**config.mk**
```make
export PLATFORM = sky130hd
export DESIGN_NAME = gng_input_ctrl
export DESIGN_NICKNAME = d
export VERILOG_FILES = /design/src/rtl/gng_input_pkg.sv /design/src/rtl/gng_coin_pulse.sv /design/src/rtl/gng_input_ctrl.sv
export SDC_FILE = /design/constraint.sdc
export NUM_CORES = 1
export LEC_CHECK = 0
export ABC_AREA = 1
export BUFFER_PORTS_ARGS = -buffer_cell sky130_fd_sc_hd__buf_2
export CAP_MARGIN = 20
export CORE_MARGIN = 1
export CORE_UTILIZATION = 58
export CTS_CLUSTER_DIAMETER = 60
export DETAILED_ROUTE_END_ITERATION = 10
export GPL_ROUTABILITY_DRIVEN = 0
export PLACE_DENSITY = 0.82
export SETUP_SLACK_MARGIN = 0.3
export SYNTH_ARGS = -nofsm -noshare
export SYNTH_HDL_FRONTEND = slang
export SYNTH_SLANG_ARGS = --single-unit
export TNS_END_PERCENT = 10
```
**constraint.sdc**
```tcl
create_clock -name clk -period 2.35 [get_ports clk]
set_input_delay 0.705 -clock clk [delete_from_list [all_inputs] [get_ports clk]]
set_output_delay 0.705 -clock clk [all_outputs]
set_load 0.005 [all_outputs]
```
**src/rtl/gng_input_pkg.sv**
```systemverilog
// Shared constants for the GnG player-input front end: PS/2 scancodes,
// bit positions of the HPS joystick and JAMMA buses, and the game's
// 6-bit joystick layout.
package gng_input_pkg;

    // PS/2 set-2 scancodes (extended prefix is ignored by the decoder)
    localparam logic [7:0] KEY_UP     = 8'h75;
    localparam logic [7:0] KEY_DOWN   = 8'h72;
    localparam logic [7:0] KEY_LEFT   = 8'h6B;
    localparam logic [7:0] KEY_RIGHT  = 8'h74;
    localparam logic [7:0] KEY_FIRE_A = 8'h14;
    localparam logic [7:0] KEY_FIRE_B = 8'h11;
    localparam logic [7:0] KEY_JUMP   = 8'h29;
    localparam logic [7:0] KEY_START1 = 8'h05;
    localparam logic [7:0] KEY_START2 = 8'h06;
    localparam logic [7:0] KEY_COIN   = 8'h04;
    localparam logic [7:0] KEY_PAUSE  = 8'h0C;

    // Game joystick bus {jump,fire,up,down,left,right}. The low six bits of
    // both the HPS joystick and the JAMMA port use this same order.
    localparam int BTN_RIGHT = 0;
    localparam int BTN_LEFT  = 1;
    localparam int BTN_DOWN  = 2;
    localparam int BTN_UP    = 3;
    localparam int BTN_FIRE  = 4;
    localparam int BTN_JUMP  = 5;
    localparam int BTN_W     = 6;

    // HPS joystick extra buttons
    localparam int JOY_START1 = 6;
    localparam int JOY_START2 = 7;
    localparam int JOY_COIN   = 8;
    localparam int JOY_PAUSE  = 9;

    // JAMMA {coin,start,b2,b1,u,d,l,r}
    localparam int JAM_START = 6;
    localparam int JAM_COIN  = 7;

    // One latch per recognised key; the two fire keys are tracked separately
    // so releasing one does not cancel the other.
    typedef struct packed {
        logic pause;
        logic coin;
        logic start2;
        logic start1;
        logic jump;
        logic fire_b;
        logic fire_a;
        logic up;
        logic down;
        logic left;
        logic right;
    } key_latch_t;

    // Cancel opposing directions when enabled (active-high buttons).
    function automatic logic [BTN_W-1:0] socd_filter(input logic [BTN_W-1:0] btn,
                                                     input logic            enable);
        logic [BTN_W-1:0] res;
        // NOTE: res takes a full default before the conditional edits so every
        // path assigns every bit; the same rule keeps always_comb latch-free.
        res = btn;
        if (enable && btn[BTN_UP] && btn[BTN_DOWN]) begin
            res[BTN_UP]   = 1'b0;
            res[BTN_DOWN] = 1'b0;
        end
        if (enable && btn[BTN_LEFT] && btn[BTN_RIGHT]) begin
            res[BTN_LEFT]  = 1'b0;
            res[BTN_RIGHT] = 1'b0;
        end
        return res;
    endfunction

endpackage

```
**src/rtl/gng_coin_pulse.sv**
```systemverilog
// Coin pulse stretcher: a rising edge on src while idle drives coin_n low
// for exactly COIN_CYC cycles. No retrigger; a held source never restarts.
module gng_coin_pulse #(
    parameter logic [22:0] COIN_CYC = 23'd2_400_000
) (
    input  logic clk,
    input  logic rst_n,
    input  logic src,
    output logic coin_n
);

    logic        r_src_d;
    logic [22:0] r_cnt;

    // Edge-detect the source and run the pulse down-counter.
    always_ff @(posedge clk or negedge rst_n) begin
        if (!rst_n) begin
            r_src_d <= 1'b0;
            r_cnt   <= '0;
        end else begin
            // NOTE: non-blocking assignments so r_src_d here still holds last
            // cycle's value when the edge test below reads it.
            r_src_d <= src;
            if (r_cnt != '0) begin
                r_cnt <= r_cnt - 23'd1;
            end else if (src && !r_src_d) begin
                r_cnt <= COIN_CYC;
            end
        end
    end

    // Derived only from the counter register, so reset releases it at once.
    assign coin_n = (r_cnt == '0);

endmodule

```
**src/rtl/gng_input_ctrl.sv**
```systemverilog
// GnG input front end: merges PS/2 keys, two HPS joysticks and the two JAMMA
// ports into the active-low buses used by jtgng_game, with pause toggle and
// coin pulse stretching.
module gng_input_ctrl
    import gng_input_pkg::*;
#(
    parameter logic [22:0] COIN_CYC   = 23'd2_400_000,
    parameter logic        SOCD_CLEAN = 1'b1
) (
    input  logic        clk,
    input  logic        rst_n,
    input  logic [10:0] ps2_key,
    input  logic [9:0]  joy_0,
    input  logic [9:0]  joy_1,
    input  logic [7:0]  jamma_p1,
    input  logic [7:0]  jamma_p2,
    input  logic        soft_rst,
    output logic [5:0]  joystick1,
    output logic [5:0]  joystick2,
    output logic [1:0]  start_button,
    output logic [1:0]  coin_input,
    output logic        pause
);

    logic             r_ps2_strobe;
    key_latch_t       r_keys;
    logic [7:0]       r_jp1_meta, r_jp1_sync;
    logic [7:0]       r_jp2_meta, r_jp2_sync;
    logic [BTN_W-1:0] r_joy1, r_joy2;
    logic [1:0]       r_start;
    logic             r_pause, r_pause_src_d;

    logic             w_ps2_event;
    logic [BTN_W-1:0] w_kbd_btn, w_p1_btn, w_p2_btn;
    logic [1:0]       w_start;
    logic             w_coin1_src, w_coin2_src, w_pause_src;
    logic             w_unused_ext;

    // Arrow and keypad-arrow codes differ only in the extended flag.
    assign w_unused_ext = ps2_key[8];
    assign w_ps2_event  = ps2_key[10] ^ r_ps2_strobe;

    // Track the PS/2 toggle strobe and update the addressed key latch.
    always_ff @(posedge clk or negedge rst_n) begin
        if (!rst_n) begin
            r_ps2_strobe <= 1'b0;
            // NOTE: the key latches are plain flops, not a memory, so they are
            // cleared by reset like any other state.
            r_keys       <= '0;
        end else begin
            r_ps2_strobe <= ps2_key[10];
            if (w_ps2_event) begin
                case (ps2_key[7:0])
                    KEY_UP:     r_keys.up     <= ps2_key[9];
                    KEY_DOWN:   r_keys.down   <= ps2_key[9];
                    KEY_LEFT:   r_keys.left   <= ps2_key[9];
                    KEY_RIGHT:  r_keys.right  <= ps2_key[9];
                    KEY_FIRE_A: r_keys.fire_a <= ps2_key[9];
                    KEY_FIRE_B: r_keys.fire_b <= ps2_key[9];
                    KEY_JUMP:   r_keys.jump   <= ps2_key[9];
                    KEY_START1: r_keys.start1 <= ps2_key[9];
                    KEY_START2: r_keys.start2 <= ps2_key[9];
                    KEY_COIN:   r_keys.coin   <= ps2_key[9];
                    KEY_PAUSE:  r_keys.pause  <= ps2_key[9];
                    default:    ;
                endcase
            end
        end
    end

    // Two-flop synchronizers for the asynchronous JAMMA ports.
    always_ff @(posedge clk or negedge rst_n) begin
        if (!rst_n) begin
            r_jp1_meta <= '0;
            r_jp1_sync <= '0;
            r_jp2_meta <= '0;
            r_jp2_sync <= '0;
        end else begin
            r_jp1_meta <= jamma_p1;
            r_jp1_sync <= r_jp1_meta;
            r_jp2_meta <= jamma_p2;
            r_jp2_sync <= r_jp2_meta;
        end
    end

    // Merge all sources (active-high) and apply direction cleaning.
    always_comb begin
        w_kbd_btn   = {r_keys.jump, r_keys.fire_a | r_keys.fire_b, r_keys.up,
                       r_keys.down, r_keys.left, r_keys.right};
        w_p1_btn    = socd_filter(w_kbd_btn | joy_0[BTN_W-1:0] | r_jp1_sync[BTN_W-1:0],
                                  SOCD_CLEAN);
        w_p2_btn    = socd_filter(joy_1[BTN_W-1:0] | r_jp2_sync[BTN_W-1:0], SOCD_CLEAN);
        w_start[0]  = r_keys.start1 | joy_0[JOY_START1] | joy_1[JOY_START1] | r_jp1_sync[JAM_START];
        w_start[1]  = r_keys.start2 | joy_0[JOY_START2] | joy_1[JOY_START2] | r_jp2_sync[JAM_START];
        w_coin1_src = r_keys.coin | joy_0[JOY_COIN] | r_jp1_sync[JAM_COIN];
        w_coin2_src = joy_1[JOY_COIN] | r_jp2_sync[JAM_COIN];
        w_pause_src = r_keys.pause | joy_0[JOY_PAUSE] | joy_1[JOY_PAUSE];
    end

    // Register inverted outputs; pause toggles on a source edge, soft_rst wins.
    always_ff @(posedge clk or negedge rst_n) begin
        if (!rst_n) begin
            r_joy1        <= '1;
            r_joy2        <= '1;
            r_start       <= 2'b11;
            r_pause       <= 1'b0;
            r_pause_src_d <= 1'b0;
        end else begin
            r_joy1        <= ~w_p1_btn;
            r_joy2        <= ~w_p2_btn;
            r_start       <= ~w_start;
            r_pause_src_d <= w_pause_src;
            if (soft_rst) begin
                r_pause <= 1'b0;
            end else if (w_pause_src && !r_pause_src_d) begin
                r_pause <= ~r_pause;
            end
        end
    end

    gng_coin_pulse #(.COIN_CYC(COIN_CYC)) u_coin1 (
        .clk    (clk),
        .rst_n  (rst_n),
        .src    (w_coin1_src),
        .coin_n (coin_input[0])
    );

    gng_coin_pulse #(.COIN_CYC(COIN_CYC)) u_coin2 (
        .clk    (clk),
        .rst_n  (rst_n),
        .src    (w_coin2_src),
        .coin_n (coin_input[1])
    );

    assign joystick1    = r_joy1;
    assign joystick2    = r_joy2;
    assign start_button = r_start;
    assign pause        = r_pause;

endmodule

```
# After elaboration in Yosys (flattened, before gate mapping)
# Cells that the tools add are included.
[word_totals] regBits=108 latchBits=0 ramBits=0 romBits=0 elab_cells=96 mem_count=0
[classes] add_sub_neg=2 mul=0 div_mod_pow=0 n_lt_le_gt_ge=0 eq_ne=11 shift=0 muxes=10 bitwise=20 n_reduce_logical=28
[op_table] operator="23-bit two-way mux" n=4
[op_table] operator="23-bit logical NOT" n=2
[op_table] operator="23-bit nonzero test" n=2
[op_table] operator="23-bit by 1-bit subtractor with 23-bit output (second input constant)" n=2
[op_table] operator="8-bit by 7-bit == test with 1-bit output (second input constant)" n=4
[op_table] operator="8-bit by 3-bit == test with 1-bit output (second input constant)" n=3
[op_table] operator="2-bit AND reduction" n=11
[op_table] operator="6-bit bitwise OR" n=3
[op_table] operator="8-bit by 5-bit == test with 1-bit output (second input constant)" n=2
[op_table] operator="6-bit inverter" n=2
[op_table] operator="1-bit bitwise OR" n=12
[op_table] operator="8-bit by 4-bit == test with 1-bit output (second input constant)" n=1
[op_table] operator="8-bit by 6-bit == test with 1-bit output (second input constant)" n=1
[op_table] operator="2-bit two-way mux" n=4
[op_table] operator="1-bit logical AND" n=7
[op_table] operator="2-bit nonzero test" n=3
[op_table] operator="1-bit logical NOT" n=3
[op_table] operator="1-bit two-way mux" n=2
[op_table] operator="2-bit inverter" n=1
[op_table] operator="1-bit inverter" n=1
[op_table] operator="1-bit bitwise XOR" n=1

# Logic depth before layout (Yosys ltp)
# Gate-level depths: netlist of the first run.
[depth] depth_word=6 ltp_mapped=10 mapped_depth_nobuf=10

# Modules after synthesis
# Synthesis of the first run repeated with hierarchy kept, for this count alone.
[hier_totals] cells_unflattened=629 hier_area_um2=5322.6
[modules_own_cells] mod="gng_coin_pulse" n_inst=2 cells_each=218 area_each_um2=1597.8
[modules_own_cells] mod="gng_input_ctrl" n_inst=1 cells_each=193 area_each_um2=2127.0

# Worst setup path after synthesis of the first run
# OpenSTA, ideal clock, no wires.
[synth_path] path_type="flip-flop to output port" startpoint="register u_coin1.r_cnt[0]" endpoint="output port coin_input[0]" t_arrival_ps=1165 path_slack_ps=480 stages_incl_launch_ff=7 n_path_buf=1 path_cell_list="dfrtp_1 inv_1 ha_1 nand2_1 nor3_1 and2_1 buf_4"
[synth_between] elab_chain_cells=1
[synth_lines] item="start: declaration" line="gng_coin_pulse.sv:13" text="logic [22:0] r_cnt;"
[synth_lines] item="start signal: assignment" line="gng_coin_pulse.sv:25" text="r_cnt <= r_cnt - 23'd1;"
[synth_lines] item="23-bit logical NOT" line="gng_coin_pulse.sv:33" text="assign coin_n = (r_cnt == '0);"
[synth_lines] item="end: declaration" line="gng_input_ctrl.sv:21" text="output logic [1:0] coin_input,"
# No other way between the ends.

# Worst setup path in the final report of the first run
[layout_path] startpoint="register u_coin1.r_cnt[10]" endpoint="output port coin_input[0]"
# Same word-level chain as after synthesis.

==> summary.txt, run 1 <==
Status
  • Failing checks: negative setup slack
  • Status: finished with violations

Clock network
  • CTS Sinks: around 110
  • TritonCTS buffer count: 9
  • Clock transition at the registers of the reported paths: about 110 ps
  • H-Tree Depth: 3
  • CTS root buf: clkbuf_8
  • Max Root-Sink Buffers: 2
  • CTS tree: built
  • Skew-Pair Late Insertion Delay: 380 ps
  • CTS Hold Bufs: 0

Finish
  • Fillers: 548
  • Area occupied by registers: between 2000 and 3000 um2
  • Finished Layout Cells: 789
  • Layout Utilization: 0.733
  • Fraction of layout instances using a drive strength above 1: 0.316
  • Area Overhead vs Synth: 21.1%
  • Multi-input logic area: between 2000 and 2500 um2
  • ANT cells: 0
  • Nets: between 700 and 800

Floorplan
  • Row Count: 33
  • Die ar.: 9090 um2
  • Initial core utilization: 0.606
  • Die H: roughly 95 um
  • Die extent in x: around 95 um
  • Total I/O pin count: 67
  • Core box area: between 8000 and 9000 um2

Timing
  • Final Hold Viols: 0
  • Final Skew: slightly below 9 ps
  • Max_slew headroom: 0.686
  • Period utilization: 1.01
  • RSZ-0062 raised after global routing: yes
  • Highest Clock Rate: approximately 0.42 GHz
  • Count of pins over their slew limit: 0
  • Slack of the critical path: -13.1 ps
  • Actual slew at the worst max-slew pin: ~470 ps
  • Final min period: between 2000 and 2500 ps
  • Setup violations, final: 1

Place
  • Cell total after placement: ~730
  • DP Wirelength: about 7300 um
  • Port buffer count: 65

Route
  • Initial drt markers: about 180
  • Post-DR vias/cell: 5.28
  • Routed wire length: roughly 11000 um
  • Routed vias: ~4200
  • Post-route ant nets: 0
  • WL per Instance: approximately 14 um
  • Post-route DRC: 0
  • DR pass1 iterations: 4

Setup path
  • RR Startpoint: u_coin2.r_cnt[0]$_DFFE_PN0P_
  • Required time of the worst setup path: 1640 ps
  • CP startpoint kind: flip-flop
  • Crit Path Class: reg -> out
  • Worst r2r path cells: 8
  • Critical R2R Capture: u_coin2.r_cnt[16]$_DFFE_PN0P_
  • Worst reg2reg setup slack: ~560 ps
  • Worst path arrival time: around 1700 ps
  • Worst setup EP type: primary output
  • Worst Path Max Fanout: 3

Logic synthesis
  • Top cell type's share of synthesized area: 0.466
  • Seq/Total Area, Yosys: 0.538
  • Synth Register Bits: 108
  • Syn nets: between 600 and 700
  • Mapped cell area: ~5100 um2
  • Largest area contributor in the netlist: dfrtp_1
  • Netlist cell types: 34
  • Cells after Synth: around 570
  • Mean post-synth cell area: 8.93 um2
  • Largest cells by area after synthesis: dfrtp_1 (47%), nand2_1 (7.6%), dfstp_2 (7.3%)
  • Ys Warns: 0

Global routing
  • Total Routing Usage GR: 0.255
  • First-pass GRT wire length: 17700 um
  • Largest net degree at the start of global routing: 40
  • Initial antenna violation count: 0
  • Vias in the first global route: 4019
  • Gr ovfl total: 0

Power
  • Power density over the cells: roughly 530 nW/um2
  • Peak VDD IR: ~400 uV
  • Pleak: approximately 0.0031 uW

Hold path
  • Hold WC Path Type: in -> async

Flow run
  • MaxCap Viol Count: 0
==> cells by family after synthesis <==
| kind of cell | after synthesis | synth area share |
|---|---|---|
| compound gates | 33 | 0.0364 |
| fa+ha+maj | 4 | 0.00991 |
| xor+xnor | 20 | 0.0347 |
| simple gates | 317 | 0.314 |
| flops | 108 | 0.538 |
| buf+inv | 84 | 0.0669 |
==> per-layer routing <==
layer	routed length, um	share of wire	track usage
met5	0	0	0
met4	369	0.033	0.0997
met3	507	0.045	0.0574
met2	5860	0.52	0.445
met1	4430	0.40	0.305
==> synthesized netlist by cell type (all sizes together) <==
cell,instances
nor2,126
nand2,111
dfrtp,94
inv,80
nand3,39
o21ai,17
dfstp,14
xor2,13
a21oi,12
nand4,11
nor3,11
nand3b,8
xnor2,7
buf,4
ha,4
or3,4
nor4,3
a31o,2
and2,2
a31oi,1
and3,1
nor4b,1
o31ai,1
==> worst max-delay path, stage by stage, from the launching register on <==
cell,delay [ps]
dfrtp_1,440
nor2_2,190
nand2_2,90
inv_2,90
nand2_1,70
nor2_2,140
and2_4,170
buf_6,80
==> stage by stage <==
stage               hold WS, ps  total power (uW)  cell area, um2  TNS, ps  setup WS (ps)
CTS                         265              3260            5800        0          0.124
global placement            332              2130            5510        0            298
detailed placement          335              2140            5510        0            261
finish                      262              3230            6120    -13.1          -13.1
floorplan                   331              2020            5050        0            480
global route                278              3350            6120     -132           -121
==> how the worst max path moves through the flow <==
| stage | from | end | slack, ps |
|---|---|---|---|
| 4_1_cts | u_coin2.r_cnt[0]$_DFFE_PN0P_ | coin_input[1] | 0.1 |
| 5_1_grt | u_coin1.r_cnt[10]$_DFFE_PN0P_ | coin_input[0] | -120 |
| 3_5_place_dp | u_coin2.r_cnt[0]$_DFFE_PN0P_ | coin_input[1] | 260 |
| 2_1_floorplan | u_coin1.r_cnt[0]$_DFFE_PN0P_ | coin_input[0] | 480 |
| 3_3_place_gp | u_coin2.r_cnt[0]$_DFFE_PN0P_ | coin_input[1] | 300 |
| 6_report | u_coin1.r_cnt[10]$_DFFE_PN0P_ | coin_input[0] | -10 |
==> sequential cells by signal (all words and copies together) (netlist names) <==
| name | count |
|---|---|
| u_coin2.r_cnt | 23 |
| r_keys | 11 |
| r_ps2_strobe | 1 |
| start_button | 2 |
| r_jp2_sync | 8 |
| u_coin1.r_cnt | 23 |
| joystick2 | 6 |
| pause | 1 |
| joystick1 | 6 |
| r_pause_src_d | 1 |
| r_jp1_meta | 8 |
| u_coin1.r_src_d | 1 |
| r_jp1_sync | 8 |
| u_coin2.r_src_d | 1 |
| r_jp2_meta | 8 |
==> cells in the final DEF, fill, tap and decap left out, types with 11 or more instances in the layout <==
master   synthesis  final
buf_2            0     63
buf_4            2     40
dfrtp_1         94     90
dfstp_2         14     14
inv_1           75     69
inv_2            5     11
nand2_1        102     98
nand3_1         29     29
nand4_1         11     11
nor2_1          96     93
nor2_2          20     19
nor2_4           8     12
o21ai_0         16     16
xor2_1          13     13
==> report_power, final <==
group	switching (uW)	internal [uW]
logic	98.4	64.0
clock network	703	424
registers	19.3	1920
total	820	2410
==> final cells by class <==
| cell class | count | share of cell area |
|---|---|---|
| tap | 105 | 0.0215 |
| timing repair buffer | 106 | 0.109 |
| multi-input combinational | 374 | 0.342 |
| clock inverter | 7 | 0.0131 |
| inverter | 80 | 0.0491 |
| clock buffer | 9 | 0.0202 |
| sequential | 108 | 0.445 |
==> what timing repair did <==
item | CTS | global route
pin swaps | 3 | 15
setup buffers | 6 | 33
gates cloned | 0 | 0
gates resized for setup | 11 | 21
endpoints found under the setup margin | 2 | 2
(Power assumes the default switching activity.)
==> run 2: changes to the inputs <==
--- a/config.mk
+++ b/config.mk
@@ -5,15 +5,14 @@
 export SDC_FILE = /design/constraint.sdc
 export NUM_CORES = 1
 export LEC_CHECK = 0
-export ABC_AREA = 1
 export BUFFER_PORTS_ARGS = -buffer_cell sky130_fd_sc_hd__buf_2
 export CAP_MARGIN = 20
 export CORE_MARGIN = 1
-export CORE_UTILIZATION = 58
+export CORE_UTILIZATION = 56
 export CTS_CLUSTER_DIAMETER = 60
 export DETAILED_ROUTE_END_ITERATION = 10
 export GPL_ROUTABILITY_DRIVEN = 0
-export PLACE_DENSITY = 0.82
+export PLACE_DENSITY = 0.81
 export SETUP_SLACK_MARGIN = 0.3
 export SYNTH_ARGS = -nofsm -noshare
 export SYNTH_HDL_FRONTEND = slang
==> run 2 against run 1 <==
Net effect: the run still ends with negative setup slack left; synthesized area decreased by 15%; synthesized cell count decreased by 39%; power increased by 2.9%; non-clock buffer count increased by 18; routed wire length decreased by 18%; die area decreased by 12%; largest power group unchanged; highest routed layer unchanged.
==> summary.txt, run 2 <==
Setup path
  • Worst r2r path cells: 11
  • Required time of the worst setup path: approximately 1600 ps
  • Most common cell on crit path: or4_4
  • RR Startpoint: u_coin2.r_cnt[12]$_DFFE_PN0P_
  • Worst Path Max Fanout: 2
  • CP startpoint kind: flip-flop
  • Worst path arrival time: 2500 ps
  • Worst path max stage delay: roughly 560 ps
  • Worst setup EP type: primary output
  • Critical R2R Capture: u_coin2.r_cnt[10]$_DFFE_PN0P_
  • Crit Path Class: reg -> out
  • Worst reg2reg setup slack: -510 ps
  • Crit-path cells: or4_4 -> or4_4 -> or4_4 -> inv_4 -> buf_2
  • Slowest-stage cell, CP: or4_4

Clock network
  • CTS tree: built
  • H-Tree Depth: 3
  • TritonCTS buffer count: 9
  • Clock transition at the registers of the reported paths: approximately 120 ps
  • CTS Sinks: about 110
  • Max Root-Sink Buffers: 2
  • CTS root buf: clkbuf_8
  • Skew-Pair Late Insertion Delay: approximately 390 ps

Timing
  • Actual slew at the worst max-slew pin: 488 ps
  • Final min period: 3200 ps
  • RSZ-0062 raised after global routing: yes
  • Final Hold Viols: 0
  • Setup violations, final: 22
  • Highest Clock Rate: approximately 0.31 GHz
  • Final Skew: roughly 22 ps
  • Slack of the critical path: -851 ps
  • Max_slew headroom: 0.675
  • Period utilization: 1.36
  • Count of pins over their slew limit: 0

Place
  • Cell total after placement: approximately 550
  • DP Wirelength: roughly 6000 um
  • Port buffer count: 65

Floorplan
  • Die H: around 90 um
  • Die ar.: 8020 um2
  • Initial core utilization: 0.586
  • Total I/O pin count: 67
  • Core box area: around 7300 um2
  • Die extent in x: roughly 90 um
  • Row Count: 31

Logic synthesis
  • Predominant post-synthesis flop cell: dfrtp_1
  • Largest area contributor in the netlist: dfrtp_1
  • EDFF count, synth: 0
  • Syn nets: roughly 400
  • Mapped cell area: 4290 um2
  • Largest cells by area after synthesis: dfrtp_1 (55%), dfstp_2 (8.6%), xor2_1 (5.3%)
  • Top cell type's share of synthesized area: 0.548
  • Seq/Total Area, Yosys: 0.633
  • Netlist cell types: 42
  • Synth Register Bits: about 110
  • Most common cell in the netlist: dfrtp_1
  • Ys Warns: 0
  • Mean post-synth cell area: approximately 12 um2
  • Ys async rst share: 1.00
  • Cells after Synth: 347
  • Post-synth top cells: dfrtp_1 (94), nor2_1 (26), nor3_1 (26), xor2_1 (26), nor4_1 (17)

Global routing
  • Gr ovfl total: 0
  • Initial antenna violation count: 0
  • Largest net degree at the start of global routing: 36
  • First-pass GRT wire length: 14000 um
  • Vias in the first global route: a little over 3000
  • Total Routing Usage GR: 0.237

Finish
  • Finished Layout Cells: 577
  • Multi-input logic area: roughly 1600 um2
  • Area Overhead vs Synth: 30.4%
  • Fraction of layout instances using a drive strength above 1: 0.429
  • ANT cells: 0
  • Most frequent cells in the layout: dfrtp_1 (94), buf_2 (64), buf_4 (48)
  • Nets: between 500 and 600
  • Fillers: about 450
  • Area occupied by registers: about 2700 um2
  • Top flop regs: u_coin1.r_cnt: 23 flops, u_coin2.r_cnt: 23 flops, r_keys: 11 flops
  • Most common cell after layout, fill and taps aside: dfrtp_1

Route
  • Routed wire length: between 9000 and 10000 um
  • Post-DR vias/cell: between 5 and 6
  • Routed vias: roughly 3200
  • DR pass1 iterations: 4
  • Initial drt markers: between 100 and 150
  • Post-route DRC: 0
  • WL per Instance: around 16 um
  • Post-route ant nets: 0

Hold path
  • Hold WC Path Type: in -> async

Power
  • Power Total: roughly 3300 uW
  • Pleak: around 0.0026 uW
  • Peak VDD IR: between 500 and 600 uV
  • Power density over the cells: a little under 600 nW/um2

Status
  • Status: finished with violations
  • Failing checks: negative setup slack

Flow run
  • MaxCap Viol Count: 0
==> run 2: layer usage <==
layer,vias up,global-route usage,share of wire
li1,1499,-,-
met1,1607,0.278,0.41
met2,75,0.414,0.53
met3,18,0.0711,0.039
met4,0,0.0851,0.018
met5,-,0,0
==> run 2: through the flow <==
stage / hold WS (ps) / utilization / setup WS [ps] / instance area, um2 / setup TNS [ps]
after CTS: 261 / 0.747 / -840 / 5480 / -6460
after detailed placement: 337 / 0.690 / -408 / 5060 / -4710
after floorplan: 331 / - / -570 / 4300 / -1540
final: 263 / 0.764 / -851 / 5600 / -9350
after global routing: 287 / 0.764 / -914 / 5600 / -10760
after global placement: 332 / 0.690 / -396 / 5060 / -3760
==> run 2: cells by family after synthesis <==
logic type / Yosys count / synth area share
simple gates: 141 / 0.186
flops: 108 / 0.633
mux: 14 / 0.0361
fa+ha+maj: 4 / 0.0117
xor+xnor: 31 / 0.0632
compound gates: 33 / 0.0478
buf+inv: 16 / 0.0221
==> run 2: worst max-delay path by stage <==
stage | start | endpoint | slack [ps] | depth (start not counted)
global placement | u_coin2.r_cnt[0]$_DFFE_PN0P_ | coin_input[1] | -400 | 7
detailed placement | u_coin2.r_cnt[0]$_DFFE_PN0P_ | coin_input[1] | -410 | 7
finish | u_coin2.r_cnt[12]$_DFFE_PN0P_ | coin_input[1] | -850 | 5
global route | u_coin2.r_cnt[12]$_DFFE_PN0P_ | coin_input[1] | -910 | 5
floorplan | u_coin2.r_cnt[14]$_DFFE_PN0P_ | coin_input[1] | -570 | 6
CTS | u_coin2.r_cnt[12]$_DFFE_PN0P_ | coin_input[1] | -840 | 5
==> run 2: worst max-delay path: cells and delay by family, from the launching register on <==
family,cells,cell delay [ps]
simple gates,3,1530
flops,1,400
buf+inv,2,180
==> run 2: area by class of cell <==
| cell class | instances | area share |
|---|---|---|
| Tap cell | 99 | 0.0221 |
| Inverter | 7 | 0.00514 |
| Clock inverter | 7 | 0.0168 |
| Clock buffer | 9 | 0.0221 |
| Multi-Input combinational cell | 223 | 0.290 |
| Sequential cell | 108 | 0.486 |
| Timing Repair Buffer | 124 | 0.158 |
==> run 2: timing repair <==
item / CTS / global route
gates resized for setup: 27 / 18
hold buffers: 0 / 0
endpoints found under the setup margin: 27 / 37
setup buffers: 5 / 6
pin swaps: 6 / 4
gates cloned: 2 / 0
==> run 2: report_power, final <==
group          switching (uW)  internal, uW
Combinational             110          98.8
Sequential               34.2          1930
Clock                     707           436
==> run 3: changes to the inputs <==
--- a/config.mk
+++ b/config.mk
@@ -14,6 +14,7 @@
 export GPL_ROUTABILITY_DRIVEN = 0
 export PLACE_DENSITY = 0.81
 export SETUP_SLACK_MARGIN = 0.3
+export SKIP_LAST_GASP = 1
 export SYNTH_ARGS = -nofsm -noshare
 export SYNTH_HDL_FRONTEND = slang
 export SYNTH_SLANG_ARGS = --single-unit
==> run 3 against run 2 <==
Net effect: the run still ends with negative setup slack left; die area unchanged; clock-buffer cell count unchanged; clock power about the same; cell count decreased by 0.52%; routed wire length decreased by 3.5%; global-route usage decreased by 0.24 points; sequential power about the same; critical path depth unchanged; first-iteration DRC count decreased by 15%; cell area decreased by 2.8%; register-to-register slack got worse by 50 ps; critical path type unchanged.
==> summary.txt, run 3 (synthesis gave the netlist of run 2 again) <==
Clock network
  • CTS tree: built
  • Max Root-Sink Buffers: 2
  • CTS Hold Bufs: 0
  • TritonCTS buffer count: 9
  • CTS root buf: clkbuf_8
  • Clock transition at the registers of the reported paths: 110 ps
  • CTS Sinks: about 110
  • H-Tree Depth: 3
  • Skew-Pair Late Insertion Delay: approximately 380 ps

Status
  • Failing checks: negative setup slack
  • Status: finished with violations

Finish
  • Nets: between 500 and 600
  • Fillers: between 400 and 500
  • Fraction of layout instances using a drive strength above 1: 0.377
  • ANT cells: 0
  • Top flop regs: u_coin1.r_cnt: 23 flops, u_coin2.r_cnt: 23 flops, r_keys: 11 flops
  • Most common cell after layout, fill and taps aside: dfrtp_1
  • Area Overhead vs Synth: 26.7%
  • Most frequent cells in the layout: dfrtp_1 (94), buf_2 (64), buf_4 (49)
  • Fin area: ~5400 um2
  • Finished Layout Cells: approximately 570

Setup path
  • Worst setup EP type: primary output
  • Worst path arrival time: between 2000 and 2500 ps
  • CP startpoint kind: flip-flop
  • Worst Path Max Fanout: 2
  • Crit Path Class: reg -> out
  • Required time of the worst setup path: 1640 ps

Floorplan
  • Core box area: roughly 7300 um2
  • Total I/O pin count: 67
  • Row Count: 31
  • Die extent in x: roughly 90 um
  • Die H: about 90 um
  • Die ar.: roughly 8000 um2
  • Initial core utilization: 0.586

Timing
  • Slack of the critical path: -828 ps
  • Final min period: 3180 ps
  • Final Skew: around 16 ps
  • Actual slew at the worst max-slew pin: approximately 500 ps
  • Final Hold Viols: 0
  • Period utilization: 1.35
  • RSZ-0062 raised after global routing: yes
  • Max_slew headroom: 0.659
  • Setup violations, final: 22
  • Count of pins over their slew limit: 0
  • Highest Clock Rate: around 0.31 GHz
  • Setup TNS: -9560 ps

Global routing
  • Gr ovfl total: 0
  • Initial antenna violation count: 0
  • First-pass GRT wire length: roughly 14000 um
  • Total Routing Usage GR: 0.235
  • Vias in the first global route: around 3100
  • Largest net degree at the start of global routing: 36

Route
  • WL per Instance: 15.4 um
  • DR pass1 iterations: 4
  • Post-route ant nets: 0
  • Routed wire length: between 8000 and 9000 um
  • Routed vias: ~3100
  • Post-route DRC: 0
  • Initial drt markers: 119
  • Post-DR vias/cell: approximately 5.5

Hold path
  • Hold WC Path Type: in -> async

Place
  • Placed Area: 5060 um2
  • Port buffer count: 65
  • Cell total after placement: approximately 550
  • DP Wirelength: 5990 um

Power
  • Peak VDD IR: between 400 and 500 uV
  • Pleak: approximately 0.0026 uW
  • Power Total: about 3300 uW
  • Power density over the cells: slightly above 600 nW/um2

Flow run
  • MaxCap Viol Count: 0
run 3: where the power goes:
part	switching, uW	total [uW]	internal [uW]
sequential	33.1	1970	1930
combinational	107	205	98.5
clock	696	1130	435
total	836	3300	2470
run 3: per-layer routing:
metal / GRT usage / share of wire
met4: 0.0765 / 0.017
met5: 0 / 0
met1: 0.270 / 0.41
met3: 0.0683 / 0.037
met2: 0.421 / 0.53
run 3: what timing repair did:
action | CTS | global route
gates cloned | 2 | 1
endpoints found under the setup margin | 27 | 41
buffers inserted | 5 | 2
resized for setup | 8 | 3
pin swaps | 2 | 1
endpoints found under the hold margin | 0 | 0
run 3: metrics by stage:
step	utilization	setup WS, ps	hold WS [ps]
2_1_floorplan	-	-570	331
3_3_place_gp	0.690	-396	332
3_5_place_dp	0.690	-408	337
4_1_cts	0.737	-840	261
5_1_grt	0.742	-895	282
6_report	0.742	-828	261
run 3: worst paths after layout:
kind | from | endpoint | slack (ps) | cells past startpoint
worst max register to register | u_coin2.r_cnt[12]$_DFFE_PN0P_ | u_coin2.r_cnt[8]$_DFFE_PN0P_ | -560 | 10
worst max-delay path | u_coin2.r_cnt[12]$_DFFE_PN0P_ | coin_input[1] | -830 | 5
worst min register to register | r_jp1_meta[7]$_DFF_PN0_ | r_jp1_sync[7]$_DFF_PN0_ | 360 | 0
worst min-delay path | rst_n | u_coin1.r_cnt[7]$_DFFE_PN0P_ | 260 | 1
min in group clk | r_jp1_meta[7]$_DFF_PN0_ | r_jp1_sync[7]$_DFF_PN0_ | 360 | 0
max in group asynchronous | rst_n | joystick1[2]$_DFF_PN1_ | 1430 | 2
run 3: worst max-delay path: stages (launching register included):
cell and delay, ps:
dfrtp_1 400, or4_4 540, or4_4 430, or4_4 560, inv_4 80, buf_2 100
run 3: cell type report:
cell class / count / area, um2 / area share
sequential: 108 / 2720 / 0.500
clock buffer: 9 / 124 / 0.0228
tap: 99 / 124 / 0.0228
timing repair buffer: 121 / 860 / 0.158
multi-input combinational: 223 / 1490 / 0.274
clock inverter: 7 / 93.8 / 0.0172
inverter: 7 / 28.8 / 0.00529
